==> src/rtl/pbit_pkg.sv <==
// Shared constants for the p-bit sampler: default widths, tanh LUT scaling,
// saturation bounds and the offline-generated tanh ROM contents.
package pbit_pkg;

  localparam int unsigned IW_DEFAULT    = 8;
  localparam int unsigned RW_DEFAULT    = 8;
  localparam int unsigned CNT_W_DEFAULT = 16;

  // T = round(LUT_OUT_SCALE * tanh(s / LUT_IN_SCALE))
  localparam int LUT_IN_SCALE  = 32;
  localparam int LUT_OUT_SCALE = 127;

  localparam int SAT_MAX = 127;
  localparam int SAT_MIN = -128;

  localparam int unsigned TANH_HALF_N = 129;

  // Magnitude half of the 256-entry ROM, indexed by |s| = 0..128; the
  // negative half is recovered by odd symmetry, T(-s) = -T(s).
  localparam logic [6:0] TANH_HALF [TANH_HALF_N] = '{
    7'd0,   7'd4,   7'd8,   7'd12,  7'd16,  7'd20,  7'd24,  7'd27,  7'd31,  7'd35,
    7'd38,  7'd42,  7'd46,  7'd49,  7'd52,  7'd56,  7'd59,  7'd62,  7'd65,  7'd68,
    7'd70,  7'd73,  7'd76,  7'd78,  7'd81,  7'd83,  7'd85,  7'd87,  7'd89,  7'd91,
    7'd93,  7'd95,  7'd97,  7'd98,  7'd100, 7'd101, 7'd103, 7'd104, 7'd105, 7'd107,
    7'd108, 7'd109, 7'd110, 7'd111, 7'd112, 7'd113, 7'd113, 7'd114, 7'd115, 7'd116,
    7'd116, 7'd117, 7'd118, 7'd118, 7'd119, 7'd119, 7'd120, 7'd120, 7'd120, 7'd121,
    7'd121, 7'd122, 7'd122, 7'd122, 7'd122, 7'd123, 7'd123, 7'd123, 7'd123, 7'd124,
    7'd124, 7'd124, 7'd124, 7'd124, 7'd125, 7'd125, 7'd125, 7'd125, 7'd125, 7'd125,
    7'd125, 7'd125, 7'd125, 7'd126, 7'd126, 7'd126, 7'd126, 7'd126, 7'd126, 7'd126,
    7'd126, 7'd126, 7'd126, 7'd126, 7'd126, 7'd126, 7'd126, 7'd126, 7'd126, 7'd126,
    7'd127, 7'd127, 7'd127, 7'd127, 7'd127, 7'd127, 7'd127, 7'd127, 7'd127, 7'd127,
    7'd127, 7'd127, 7'd127, 7'd127, 7'd127, 7'd127, 7'd127, 7'd127, 7'd127, 7'd127,
    7'd127, 7'd127, 7'd127, 7'd127, 7'd127, 7'd127, 7'd127, 7'd127, 7'd127
  };

endpackage

==> src/rtl/pbit_tanh_lut.sv <==
// Combinational tanh ROM: signed 8-bit scaled current in, signed 8-bit
// threshold out in [-127, 127].
module pbit_tanh_lut
  import pbit_pkg::*;
(
  input  logic signed [7:0] s,
  output logic signed [7:0] t
);

  logic [7:0] mag;
  logic [6:0] half;

  always_comb begin
    // -(-128) wraps to 8'h80, which reads as 128 unsigned: the last table slot
    mag  = s[7] ? 8'(-s) : 8'(s);
    half = TANH_HALF[mag];
    t    = s[7] ? -$signed({1'b0, half}) : $signed({1'b0, half});
  end

endmodule

==> src/rtl/pbit_sampler.sv <==
// Three-stage p-bit sampler: saturating gain shift, tanh LUT, signed compare
// against a random word, with valid/ready flow control and output statistics.
module pbit_sampler
  import pbit_pkg::*;
#(
  parameter int unsigned IW    = IW_DEFAULT,
  parameter int unsigned RW    = RW_DEFAULT,
  parameter int unsigned CNT_W = CNT_W_DEFAULT
) (
  input  logic                 clk,
  input  logic                 rst,
  input  logic                 in_valid,
  output logic                 in_ready,
  input  logic signed [IW-1:0] I_in,
  input  logic        [RW-1:0] rand_in,
  input  logic        [1:0]    beta_shift,
  output logic                 m_valid,
  input  logic                 m_ready,
  output logic                 m_out,
  input  logic                 clr_stats,
  output logic [CNT_W-1:0]     sample_count,
  output logic [CNT_W-1:0]     ones_count
);

  localparam logic signed [IW+2:0] SHL_MAX = (IW+3)'(SAT_MAX);
  localparam logic signed [IW+2:0] SHL_MIN = (IW+3)'(SAT_MIN);

  logic advance;

  logic signed [IW+2:0] i_ext;
  logic signed [IW+2:0] i_shl;
  logic signed [IW-1:0] s_sat;
  logic signed [RW-1:0] r_off;

  logic                 s1_valid_q;
  logic signed [IW-1:0] s1_s_q;
  logic signed [RW-1:0] s1_r_q;

  logic signed [7:0]    lut_t;
  logic                 s2_valid_q;
  logic signed [7:0]    s2_t_q;
  logic signed [RW-1:0] s2_r_q;

  logic                 m_valid_q;
  logic                 m_out_q;

  logic [CNT_W-1:0] sample_d, sample_q;
  logic [CNT_W-1:0] ones_d, ones_q;

  // Whole pipeline moves in lockstep; the output register is the only stall point.
  assign advance  = ~m_valid_q | m_ready;
  assign in_ready = advance;

  always_comb begin
    i_ext = {{3{I_in[IW-1]}}, I_in};
    i_shl = i_ext <<< beta_shift;
    if (i_shl > SHL_MAX) begin
      s_sat = IW'(SAT_MAX);
    end else if (i_shl < SHL_MIN) begin
      s_sat = IW'(SAT_MIN);
    end else begin
      s_sat = i_shl[IW-1:0];
    end
    // Inverting the MSB re-centres the unsigned word onto [-128, 127]
    r_off = {~rand_in[RW-1], rand_in[RW-2:0]};
  end

  pbit_tanh_lut u_lut (
    .s (s1_s_q),
    .t (lut_t)
  );

  always_ff @(posedge clk or posedge rst) begin
    if (rst) begin
      s1_valid_q <= 1'b0;
      s1_s_q     <= '0;
      s1_r_q     <= '0;
      s2_valid_q <= 1'b0;
      s2_t_q     <= '0;
      s2_r_q     <= '0;
      m_valid_q  <= 1'b0;
      m_out_q    <= 1'b0;
    end else if (advance) begin
      s1_valid_q <= in_valid;
      s1_s_q     <= s_sat;
      s1_r_q     <= r_off;
      s2_valid_q <= s1_valid_q;
      s2_t_q     <= lut_t;
      s2_r_q     <= s1_r_q;
      m_valid_q  <= s2_valid_q;
      m_out_q    <= (s2_t_q > s2_r_q);
    end
  end

  always_comb begin
    sample_d = sample_q;
    ones_d   = ones_q;
    if (clr_stats) begin
      sample_d = '0;
      ones_d   = '0;
    end else if (m_valid_q && m_ready) begin
      if (sample_q != '1) sample_d = sample_q + 1'b1;
      if (m_out_q && (ones_q != '1)) ones_d = ones_q + 1'b1;
    end
  end

  always_ff @(posedge clk or posedge rst) begin
    if (rst) begin
      sample_q <= '0;
      ones_q   <= '0;
    end else begin
      sample_q <= sample_d;
      ones_q   <= ones_d;
    end
  end

  assign m_valid      = m_valid_q;
  assign m_out        = m_out_q;
  assign sample_count = sample_q;
  assign ones_count   = ones_q;

endmodule

==> config.mk <==
export PLATFORM = sky130hd
export DESIGN_NAME = pbit_sampler
export DESIGN_NICKNAME = d
export VERILOG_FILES = /design/src/rtl/pbit_pkg.sv /design/src/rtl/pbit_tanh_lut.sv /design/src/rtl/pbit_sampler.sv
export SDC_FILE = /design/constraint.sdc
export NUM_CORES = 1
export LEC_CHECK = 0
export BUFFER_PORTS_ARGS = -buffer_cell sky130_fd_sc_hd__clkbuf_2
export CAP_MARGIN = 20
export CORE_ASPECT_RATIO = 1.4
export CORE_UTILIZATION = 43
export DETAILED_ROUTE_END_ITERATION = 8
export GPL_ROUTABILITY_DRIVEN = 0
export PLACE_DENSITY = 0.66
export SYNTH_ARGS = -nofsm -noshare
export SYNTH_HDL_FRONTEND = slang
export SYNTH_SLANG_ARGS = --single-unit
export TNS_END_PERCENT = 100
==> constraint.sdc <==
create_clock -name clk -period 4.9 [get_ports clk]
set_input_delay 0.49 -clock clk [delete_from_list [all_inputs] [get_ports clk]]
set_output_delay 0.49 -clock clk [all_outputs]
set_load 0.005 [all_outputs]
# After elaboration in Yosys (flattened, before gate mapping)
# Memories as Yosys holds them, arrays and structs flattened.
# Index checks and enable logic that the tools add are counted.
dict set report word_totals {
  regBits 68
  mem_bits_ro 1792
  inputBits 23
  output_inout_bits 35
  memories 1
}
# memory words width read_ports rd_ports_with_merged_regs wr line
set mem_list {}
lappend mem_list {{(name not given)} 256 7 1 0 0 pbit_tanh_lut.sv:16} ;# half = TANH_HALF[mag];
dict set report op_classes {
  n_addsub 4
  n_lt_le_gt_ge 4
  eq_ne 2
  shifts 1
  muxes 12
  bitwise_logic 4
  n_reduce_logical 7
}
# cell n
set op_table {}
lappend op_table {{$mux 16} 6}
lappend op_table {{$add 16x1->16 const B} 2}
lappend op_table {{$mux 8} 4}
lappend op_table {{$ne 16x16->1 const B} 2}
lappend op_table {{$mux 7} 2}
lappend op_table {{$gt 11x8->1 const B} 1}
lappend op_table {{$lt 11x8->1 const B} 1}
lappend op_table {{$sshl 8x2->11} 1}
lappend op_table {{$ge 9x9->1 const B} 1}
lappend op_table {{$not 8->9} 1}
lappend op_table {{$gt 8x8->1} 1}
lappend op_table {{$neg 7->8} 1}
lappend op_table {{$neg 8->8} 1}
lappend op_table {{$reduce_bool 2->1} 3}
lappend op_table {{$reduce_and 2->1} 2}
lappend op_table {{$logic_and 1x1->1} 2}
lappend op_table {{$not 1->1} 2}
lappend op_table {{$or 1x1->1} 1}

# Logic depth before layout (Yosys ltp)
# Gate-level depths: netlist (run 1).
dict set report depth {
  depth_word 8
  mapped_depth 19
  depth_no_buf 17
}

# Modules after synthesis
# From an unflattened synthesis (run 1), not the netlist that was laid out.
dict set report hier_totals {
  cells_unflattened 578
  hier_area_um2 4822.1
}
# module n_inst cells_each area_per_inst_um2
set by_module_without_submodules {}
lappend by_module_without_submodules {pbit_sampler 1 370 3449.6}
lappend by_module_without_submodules {pbit_tanh_lut 1 208 1372.6}

# Worst setup path after synthesis (run 1)
# Ideal clock, no wire load.
dict set report synth_path {
  path_type {register to register}
  from {register s1_s_q[0]}
  to {register s2_t_q[6]}
  setup_ps 125
  arrival_time_ps 3641
  setup_slack_ps 1134
  stages_incl_launch_ff 20
  n_path_buf 2
  period_less_slack_ps 3766
  cell_sequence {dfrtp_1 > clkbuf_1 > inv_1 > ha_1 > mux2i_1 > inv_1 > ha_1 > clkbuf_1 > o21a_1 > a311oi_1 > a41o_1 > a21oi_1 > o21ai_0 > nand4b_1 > inv_1 > ha_1 > nand2_1 > o31ai_2 > xnor2_1 > mux2_2}
}
dict set report synth_between {
  elab_chain_cells 8
}
# element line
set synth_rtl {}
lappend synth_rtl {{start: declaration} pbit_sampler.sv:36} ;# logic signed [IW-1:0] s1_s_q;
lappend synth_rtl {{start signal: assignment} pbit_sampler.sv:85} ;# s1_s_q <= s_sat;
lappend synth_rtl {{$neg 8->8} pbit_tanh_lut.sv:15} ;# mag = s[7] ? 8'(-s) : 8'(s);
lappend synth_rtl {{$mux 8 *} pbit_tanh_lut.sv:15}
lappend synth_rtl {{$not 8->9 (implied by the code) *} pbit_tanh_lut.sv:16}
lappend synth_rtl {{$mem_v2 256x7 *} -}
lappend synth_rtl {{$mux 7 (implied by the code) * (2 in a row)} pbit_tanh_lut.sv:16}
lappend synth_rtl {{$neg 7->8} pbit_tanh_lut.sv:17} ;# t = s[7] ? -$signed({1'b0, half}) : $signed({1'b0, half});
lappend synth_rtl {{$mux 8 *} pbit_tanh_lut.sv:17}
lappend synth_rtl {{end signal: assignment} pbit_sampler.sv:88} ;# s2_t_q <= lut_t;
lappend synth_rtl {{end: declaration} pbit_sampler.sv:41} ;# logic signed [7:0] s2_t_q;
# Every way passes the cells marked *; elsewhere a longest branch is shown, timed or not. The select of a mux whose other input is x is not followed.
# A chain may end at the register's enable or synchronous reset.

# Worst setup path in the final report (run 1)
dict set report layout_path {
  from {register s1_s_q[7]}
  to {register s2_t_q[6]}
}
dict set report layout_between {
  elab_chain_cells 8
}
# element line
set layout_rtl {}
lappend layout_rtl {{$neg 8->8} pbit_tanh_lut.sv:15}
lappend layout_rtl {{$mux 8} pbit_tanh_lut.sv:15}
lappend layout_rtl {{$not 8->9 (implied by the code)} pbit_tanh_lut.sv:16}
lappend layout_rtl {{$mem_v2 256x7} -}
lappend layout_rtl {{$mux 7 (implied by the code) (2 in a row)} pbit_tanh_lut.sv:16}
lappend layout_rtl {{$neg 7->8} pbit_tanh_lut.sv:17}
lappend layout_rtl {{$mux 8 *} pbit_tanh_lut.sv:17}
# Marks and branches as above.

==> metrics.txt, run 1 <==
status=finished clean; Cell variety after synth=73; CTS tree=built; Vias/cell=5.848; CP max FO=25; Comb power frac=0.462; pin count of the biggest net entering global routing=69; DIE AREA=11,620 sq um; # diodes=0; Routed Antenna Nets=0; r2r setup slk=0.79 ns; f_max=243.2 MHz; CP max-delay cell=dfrtp_1; worst-path cell chain=mux2i_1 > inv_1 > ha_1 > o21a_1 > a311oi_1 > a41o_1 > a21oi_1 > o21ai_0 > nand4b_1 > inv_1 > ha_1 > nand2_1 > o31ai_2 > xnor2_1 > mux2_2; final instance area=5489 sq um; clock tree buffer depth=2; Hold Violations, Final=0; VDD IR max=0.0002155 V; WHS=0.3359 ns; CTS root buf=clkbuf_16; # DRC=0; Std-Cell Rows=45; drt initial violations=235; Initial Util=0.4425; clock share of power=0.253; area of the multi-input gates=2851 sq um; CP Class=register to register; Worst-Margin Slew=0.8340 ns; Post-synth EDFFs=0; unrepaired setup endpoints after global routing=false; port buffer count=57; Critical Path End Type=register; Post-DP HPWL=8.137 mm; First-pass DRT Iterations=5; share of power burned in registers=0.285; Switching Share=0.3968; CP top delay family=compound AO/OA/AOI/OAI gates; mean area per synthesized cell=8.586 sq um; H-tree Lvls=3; Final period util=0.8392; clock-pin slew on the worst setup and hold paths=0.06 ns; max_cap viols=0; cts hold-fix bufs=0; CP max stage delay=0.86 ns; Critical Path Start=s1_s_q[7]; die height=127.1 microns; Clock Skews=0.005863 ns; Arr. time, crit path=4.32 ns; initial antenna violation count=0; GR Util All Layers=0.2069; Cell Area, Synth=4808 sq um; PwrDens=482.9 nW/um^2; synthesis-stage register bit count=68; total of warnings raised by yosys=0; internal power=1.599 mW; min cycle time layout=4.112 ns; Filler cells=1,001; WL final=11.53 mm; die width=91.37 microns; Synth Instances=560; ys flop type=dfrtp_1; # setup viols final=0; clk sinks=68; register area share after synthesis=0.3539; crit path launch type=register; Async SR Flop Fraction=1.000; Slew Limit Fails=0; core area=10,870 sq um; Worst EP required=5.11 ns; postcts setup bufs=0; Worst Path Buf+Inv=2; CTS Buf Count=9; Psw=1.052 mW; Syn Nets=598; total gr overflow=0; first-pass GRT wire length=19.50 mm; Syn-to-layout area delta=14.16%; leakage power=2.354 nW; Worst R2R Start=s1_s_q[7]; Nets=638; Seq. cell area=1702 sq um; share of layout cells above drive strength 1=0.1987; Hold Crit Class=input pin to register; placed cell areas=5175 sq um; setup TNS=0 ns; Worst slew margin=0.4440; worst skew pair latency=0.33 ns; number of top-level pins=58; post-CTS sizing=0; Wirelength per Cell=15.48 microns; vias=4,357; HP Start=rand_in[7]; number of global-route vias before repair=4,112
## power by group through the flow
| stage | combinational (mW) | clock, mW | sequential [mW] |
|---|---|---|---|
| 2_1_floorplan | 0.964 | 0 | 0.723 |
| 3_3_place_gp | 1.18 | 0 | 0.760 |
| 3_5_place_dp | 1.20 | 0 | 0.764 |
| 4_1_cts | 1.21 | 0.687 | 0.756 |
| 5_1_grt | 1.36 | 0.708 | 0.770 |
| 6_report | 1.22 | 0.670 | 0.757 |
## kinds of logic (layout without fill, tap and decap cells)
group / after synthesis / count (layout) / share of synthesized area
AOI/OAI and AO/OA: 168 / 168 / 0.2290
xor gates and xnor gates: 36 / 36 / 0.07026
adders and majority gates: 15 / 15 / 0.03903
buffers and inverters: 62 / 106 / 0.05360
DFF: 68 / 68 / 0.3539
muxes: 27 / 27 / 0.06740
and+or+nand+nor: 184 / 184 / 0.1868
## sequential cells by signal (all words and copies together), names as in the netlist
signal,count
ones_count,16
sample_count,16
s1_r_q,8
s1_s_q,8
s2_r_q,8
s2_t_q,8
m_out,1
m_valid,1
s1_valid_q,1
s2_valid_q,1
## layer usage
metal | global-route usage | wire [microns]
met3 | 0.03869 | 600
met2 | 0.3494 | 5651
met4 | 0.1298 | 522
met5 | 0 | 0
met1 | 0.2422 | 4755
## synth_stat cells (all sizes together), types with 3 or more instances
cell type | count | area share
a211oi | 5 | 0.0088
a21oi | 50 | 0.052
a221oi | 3 | 0.0068
a31oi | 9 | 0.012
and3 | 3 | 0.0039
buf | 12 | 0.014
clkbuf | 26 | 0.020
dfrtp | 68 | 0.35
ha | 15 | 0.039
inv | 24 | 0.019
mux2 | 13 | 0.030
mux2i | 11 | 0.023
mux4 | 3 | 0.014
nand2 | 43 | 0.034
nand2b | 11 | 0.014
nand3 | 18 | 0.019
nand3b | 3 | 0.0047
nand4 | 9 | 0.012
nor2 | 60 | 0.047
nor2b | 7 | 0.0091
nor3 | 5 | 0.0052
o2111ai | 4 | 0.0073
o211ai | 4 | 0.0062
o21a | 6 | 0.0094
o21ai | 50 | 0.055
o31ai | 4 | 0.0083
o32ai | 5 | 0.0091
or3 | 11 | 0.014
or4 | 3 | 0.0055
xnor2 | 16 | 0.032
xor2 | 20 | 0.038
## final timing paths
check,endpoint,depth (start not counted)
setup / recovery,s2_t_q[6],15
hold / removal,s1_r_q[7],2
setup reg to reg,s2_t_q[6],15
hold reg to reg,s2_r_q[1],2
max in group asynchronous,sample_count[0],3
min in group asynchronous,ones_count[13],3
## placed cells by master, fill, tap and decap left out, drive strengths merged, types with 10 or more instances in the layout
master / n
xnor2: 16
mux2i: 11
or3: 11
inv: 24
clkbuf: 67
mux2: 13
xor2: 20
nand2b: 11
a21oi: 50
ha: 15
buf: 10
nand2: 43
nor2: 60
o21ai: 50
dfrtp: 68
nand3: 18
## stage by stage
step / total power, mW / cells / worst slack, ns / utilization
after floorplan: 1.688 / 560 / 1.134 / -
after global placement: 1.944 / 729 / 0.9692 / 0.4762
after detailed placement: 1.966 / 729 / 0.8996 / 0.4762
after CTS: 2.655 / 744 / 0.8723 / 0.5044
after global routing: 2.839 / 745 / 0.4813 / 0.5051
final: 2.651 / 745 / 0.7878 / 0.5051
## area by class of cell
type	instances	area share
repair buffers	67	0.06565
clock buffers	10	0.04171
multi-input cells	430	0.5195
inverters	24	0.01687
clock inverters	5	0.01413
well taps	141	0.03214
flip-flops and latches	68	0.3100
Power figures use the tool's default switching activity.
==> run 2: changes to the inputs <==
clock period = 3.9 ns   (was 4.9 ns; I/O delays follow)
==> run 2 against run 1 <==
  * Sequential power rose by 26%
  * Flip-flop and latch count did not move
  * First-iteration DRC count rose by 14%
  * Core utilization rose by 0.33 points
  * Clock skew fell by 0.00075 ns
  * Fmax rose by 13%
  * Worst setup slack got worse by 0.52 ns
  * Critical path depth rose by 2
  * Worst hold slack got worse by 0.12 ns
  * Register-to-register slack got worse by 0.52 ns
  * Routed wire length rose by 1.1%
  * Global-route usage rose by 0.46 points
  * Critical path type unchanged
  * Critical endpoint unchanged
==> metrics.txt, run 2 (synthesis gave the netlist of run 1 again) <==
H-tree Lvls=3; Worst slew margin=0.4521; Clock Skews=0.005112 ns; min cycle time layout=3.633 ns; PwrDens=599.5 nW/um^2; f_max=275.3 MHz; GR Util All Layers=0.2115; Critical Path End Type=register; Std-Cell Rows=45; Nets=645; postcts setup bufs=0; Final period util=0.9315; total gr overflow=0; # setup viols final=0; Wirelength per Cell=15.48 microns; Syn-to-layout area delta=14.91%; status=finished clean; Worst EP required=4.11 ns; CP Class=register to register; Total Power=3.312 mW; CTS root buf=clkbuf_16; Post-DP HPWL=8.586 mm; Layout Cells excl Fill=753; Hold Violations, Final=0; placed cells=737; Vias/cell=5.896; post-CTS sizing=0; vias=4,440; crit path launch type=register; WL final=11.66 mm; clock tree buffer depth=2; Routed Antenna Nets=0; drt initial violations=267; die width=91.37 microns; first-pass GRT wire length=19.97 mm; port buffer count=57; Final Core Density=0.5085; Slew Limit Fails=0; CP max FO=5; clk sinks=68; # diodes=0; cts hold-fix bufs=0; max_cap viols=0; Filler cells=1,000; First-pass DRT Iterations=5; VDD IR max=0.0003075 V; Worst-Margin Slew=0.8207 ns; Hold Crit Class=input pin to asynchronous set/reset pin; leakage power=2.378 nW; CTS Buf Count=9; worst skew pair latency=0.32 ns; clock-pin slew on the worst setup and hold paths=0.05 ns; number of top-level pins=58; share of layout cells above drive strength 1=0.2108; Arr. time, crit path=3.84 ns; # DRC=0; initial antenna violation count=0; die height=127.1 microns; DIE AREA=11,620 sq um; commonest non-fill, non-tap cells in the layout=dfrtp_1 (68), nor2_1 (60), clkbuf_2 (57); number of global-route vias before repair=4,289; pin count of the biggest net entering global routing=41; core area=10,870 sq um; commonest non-fill, non-tap cell in the layout=dfrtp_1; CTS tree=built; Initial Util=0.4425
[run 2: cell types whose count changed in the layout (fill, tap and decap cells not counted)]
| cell | previous run | this run |
|---|---|---|
| o21ai_1 | 3 | 4 |
| bufinv_16 | 2 | 1 |
| mux2i_1 | 11 | 10 |
| buf_4 | 10 | 17 |
| o21ai_0 | 45 | 44 |
| a211o_1 | 2 | 1 |
| mux2i_2 | 0 | 1 |
| clkbuf_1 | 1 | 2 |
| a211o_2 | 0 | 1 |
| clkinv_2 | 2 | 3 |
[run 2: power breakdown]
part / internal [mW] / total (mW) / switching (mW)
sequential: 0.831 / 0.956 / 0.125
combinational: 0.656 / 1.59 / 0.932
clock: 0.491 / 0.768 / 0.277
[run 2: critical path, stage by stage (launching register included)]
cell and delay (ns):
dfrtp_1 0.37, inv_1 0.17, ha_1 0.32, mux2i_2 0.25, inv_1 0.09, ha_1 0.38, inv_1 0.14, nand3_1 0.11
a31oi_1 0.08, o21ai_1 0.22, a21oi_1 0.09, a311o_1 0.38, inv_1 0.10, ha_1 0.19, nand2_1 0.07, o31ai_2 0.19
xnor2_1 0.10, mux2_2 0.27
[run 2: path summary, 6_finish.rpt]
check                            from          endpoint  slack [ns]  depth (start not counted)
max                         s1_s_q[0]         s2_t_q[6]        0.27                         17
min                               rst  sample_count[14]        0.21                          2
max reg2reg                 s1_s_q[0]         s2_t_q[6]        0.27                         17
min reg2reg                s2_valid_q           m_valid        0.47                          1
max in group asynchronous         rst         s1_r_q[2]        2.81                          3
min in group clk           rand_in[7]         s1_r_q[7]        0.23                          2
[run 2: final cells by class]
type | count | area (sq um) | area share
multi-input cells | 430 | 2856 | 0.5170
repair buffers | 74 | 412.9 | 0.07473
clock inverters | 5 | 52.55 | 0.009511
clock buffers | 11 | 232.7 | 0.04212
inverters | 24 | 92.59 | 0.01676
well taps | 141 | 176.4 | 0.03193
flip-flops and latches | 68 | 1702 | 0.3080
[run 2: per-stage QoR]
| step | cell area [sq um] | setup TNS, ns | hold slack [ns] | worst slack, ns |
|---|---|---|---|---|
| 2_1_floorplan | 4808 | 0 | 0.4305 | 0.1343 |
| 3_3_place_gp | 5235 | 0 | 0.4541 | 0.2811 |
| 3_5_place_dp | 5235 | 0 | 0.4670 | 0.2602 |
| 4_1_cts | 5520 | 0 | 0.2221 | 0.2180 |
| 5_1_grt | 5525 | -0.0002052 | 0.2363 | -0.0002052 |
| 6_report | 5525 | 0 | 0.2146 | 0.2671 |
[run 2: metal layers]
metal,part of all wire,vias to the layer above,GRT usage,wire [microns]
li1,-,2124,-,-
met1,0.39,2083,0.2366,4563
met2,0.50,183,0.3685,5880
met3,0.055,50,0.04048,644
met4,0.049,0,0.1345,568
met5,0,-,0,0
==> run 3: changes to the inputs <==
ABC_AREA = 1   (was not set)
RECOVER_POWER = 100   (was not set)
==> run 3 against run 2 <==
  * Core utilization up 0.065 points
  * Flip-flop and latch count is the same
  * Worst hold slack lost 0.11 ns
  * Global-route usage down 1.1 points
  * The flow now finishes with violations (max-capacitance violations, max-slew violations)
  * Synthesized cell count increased by 9.6%
  * Fmax is 17% higher
  * Clock-buffer cell count increased by 2
  * Non-clock buffer count down 13
  * Largest power group unchanged
  * Clock power increased by 9.0%
==> metrics.txt, run 3 <==
status=finished with violations; violated checks=max-capacitance violations, max-slew violations; port buffer count=57; Slew Limit Fails=73; Post-DP HPWL=7.471 mm; Hold Crit Class=input pin to asynchronous set/reset pin; leakage power=2.543 nW; Area contributors post-synth=dfrtp_1 (38%), nand2_1 (14%), nand3_1 (6.1%), inv_1 (5.6%), o21ai_0 (5.0%); Synth top area share=0.3847; placed cell areas=4806 sq um; total of warnings raised by yosys=0; pin count of the biggest net entering global routing=50; register area share after synthesis=0.3847; Final period util=0.7949; Syn Nets=652; # DRC=0; number of global-route vias before repair=4,114; final instance area=5067 sq um; Setup WS post-layout=0.7997 ns; Post-synth EDFFs=0; GR Util All Layers=0.2006; Placement Setup Slack=1.203 ns; vias=4,170; H-tree Lvls=3; CTS tree=built; Arr. time, crit path=3.25 ns; Std-Cell Rows=43; commonest non-fill, non-tap cells in the layout=nand2_1 (172), inv_1 (68), dfrtp_1 (68); ys flop type=dfrtp_1; Nets=707; clk sinks=68; WL final=9.967 mm; First-pass DRT Iterations=4; die width=87.72 microns; f_max=322.6 MHz; Cell Area, Synth=4423 sq um; Critical Path End Type=register; Layout Cells excl Fill=808; synthesis-stage register bit count=68; Worst slew margin=-0.1722; number of top-level pins=58; Hold Violations, Final=0; cts hold-fix bufs=0; Async SR Flop Fraction=1.000; worst reg2reg endpoint=s2_t_q[2]; Routed Antenna Nets=0; clock tree buffer depth=2; Total Power=3.114 mW; Wirelength per Cell=12.34 microns; crit path launch type=register; top-count cell post-synth=nand2_1; Initial Util=0.4444; CTS Buf Count=9; initial antenna violation count=0; PwrDens=614.5 nW/um^2; Vias/cell=5.161; CP Class=register to register; drt initial violations=134; # setup viols final=0; Synth area leader=dfrtp_1; r2r setup slk=0.80 ns; total gr overflow=0; worst skew pair latency=0.33 ns; max_cap viols=2; placed cells=792; R2R cell count=16; CTS root buf=clkbuf_16; unrepaired setup endpoints after global routing=false; Worst EP required=4.05 ns; DIE AREA=10,700 sq um; mean area per synthesized cell=7.204 sq um; VDD IR max=0.0002984 V; most frequent cells after synthesis=nand2_1 (170), dfrtp_1 (68), inv_1 (66), nand3_1 (54), nor2_1 (48); die height=122 microns; min cycle time layout=3.100 ns; Worst-Margin Slew=1.758 ns; post-CTS sizing=0; Final Core Density=0.5091; setup TNS=0 ns; postcts setup bufs=0; commonest non-fill, non-tap cell in the layout=nand2_1; first-pass GRT wire length=17.04 mm; Synth Instances=614; Cell variety after synth=45; share of layout cells above drive strength 1=0.1352; core area=9953 sq um; Syn-to-layout area delta=14.57%; # diodes=0; Worst R2R Start=s1_s_q[0]; CP max FO=14; WHS=0.1028 ns; clock-pin slew on the worst setup and hold paths=0.05 ns; Clock Skews=0.006225 ns
-- run 3: layout make-up --
type | instances | area [sq um]
clock inverter | 2 | 60.06
fill | 1000 | 4886
inverter | 77 | 291.5
multi-input combinational | 452 | 2312
tap | 135 | 168.9
clock buffer | 13 | 240.2
sequential | 68 | 1702
timing repair buffer | 61 | 292.8
-- run 3: worst max path at each step --
stage,cells after the start,end,slack (ns),start
2_1_floorplan,17,s2_t_q[2],1.43,s1_s_q[0]
3_3_place_gp,17,s2_t_q[2],1.29,s1_s_q[0]
3_5_place_dp,17,s2_t_q[2],1.20,s1_s_q[0]
4_1_cts,17,s2_t_q[2],1.19,s1_s_q[0]
5_1_grt,17,s2_t_q[2],0.48,s1_s_q[0]
6_report,16,s2_t_q[2],0.80,s1_s_q[0]
-- run 3: worst max-delay path, cell delays in order (launching register included) --
cell and delay (ns):
dfrtp_1 0.42, inv_1 0.20, ha_1 0.27, inv_1 0.11, nand2_1 0.07, nand2_1 0.11, nand2_1 0.40, nor2_1 0.16
nand3b_1 0.19, a21oi_1 0.15, nor2_1 0.07, nor2_2 0.12, nor2_4 0.06, ha_1 0.23, nor2_1 0.14, xnor2_1 0.13
o21ai_0 0.08
-- run 3: cell families (layout without fill, tap and decap cells) --
kind of cell	after synthesis	count (layout)	synth area share
multiplexers	3	3	0.006790
flip-flops	68	68	0.3847
adder cells (fa/ha/maj)	15	15	0.04243
XOR/XNOR	4	4	0.007922
AO/OA/AOI/OAI	106	106	0.1378
buffers and inverters	94	153	0.08769
AND/OR/NAND/NOR	324	324	0.3327
-- run 3: where the power goes --
group / total, mW / internal [mW] / leakage, nW / switching [mW]
Combinational: 1.35 / 0.466 / 1.53 / 0.886
Clock: 0.837 / 0.557 / 0.144 / 0.280
Sequential: 0.925 / 0.845 / 0.871 / 0.0801
Total: 3.11 / 1.87 / 2.54 / 1.25
-- run 3: routing by layer --
layer	GRT usage	up-vias	share of wire
met5	0	-	0
met3	0.02981	32	0.028
met4	0.1086	0	0.030
met1	0.2145	1918	0.42
li1	-	2121	-
met2	0.3697	99	0.52
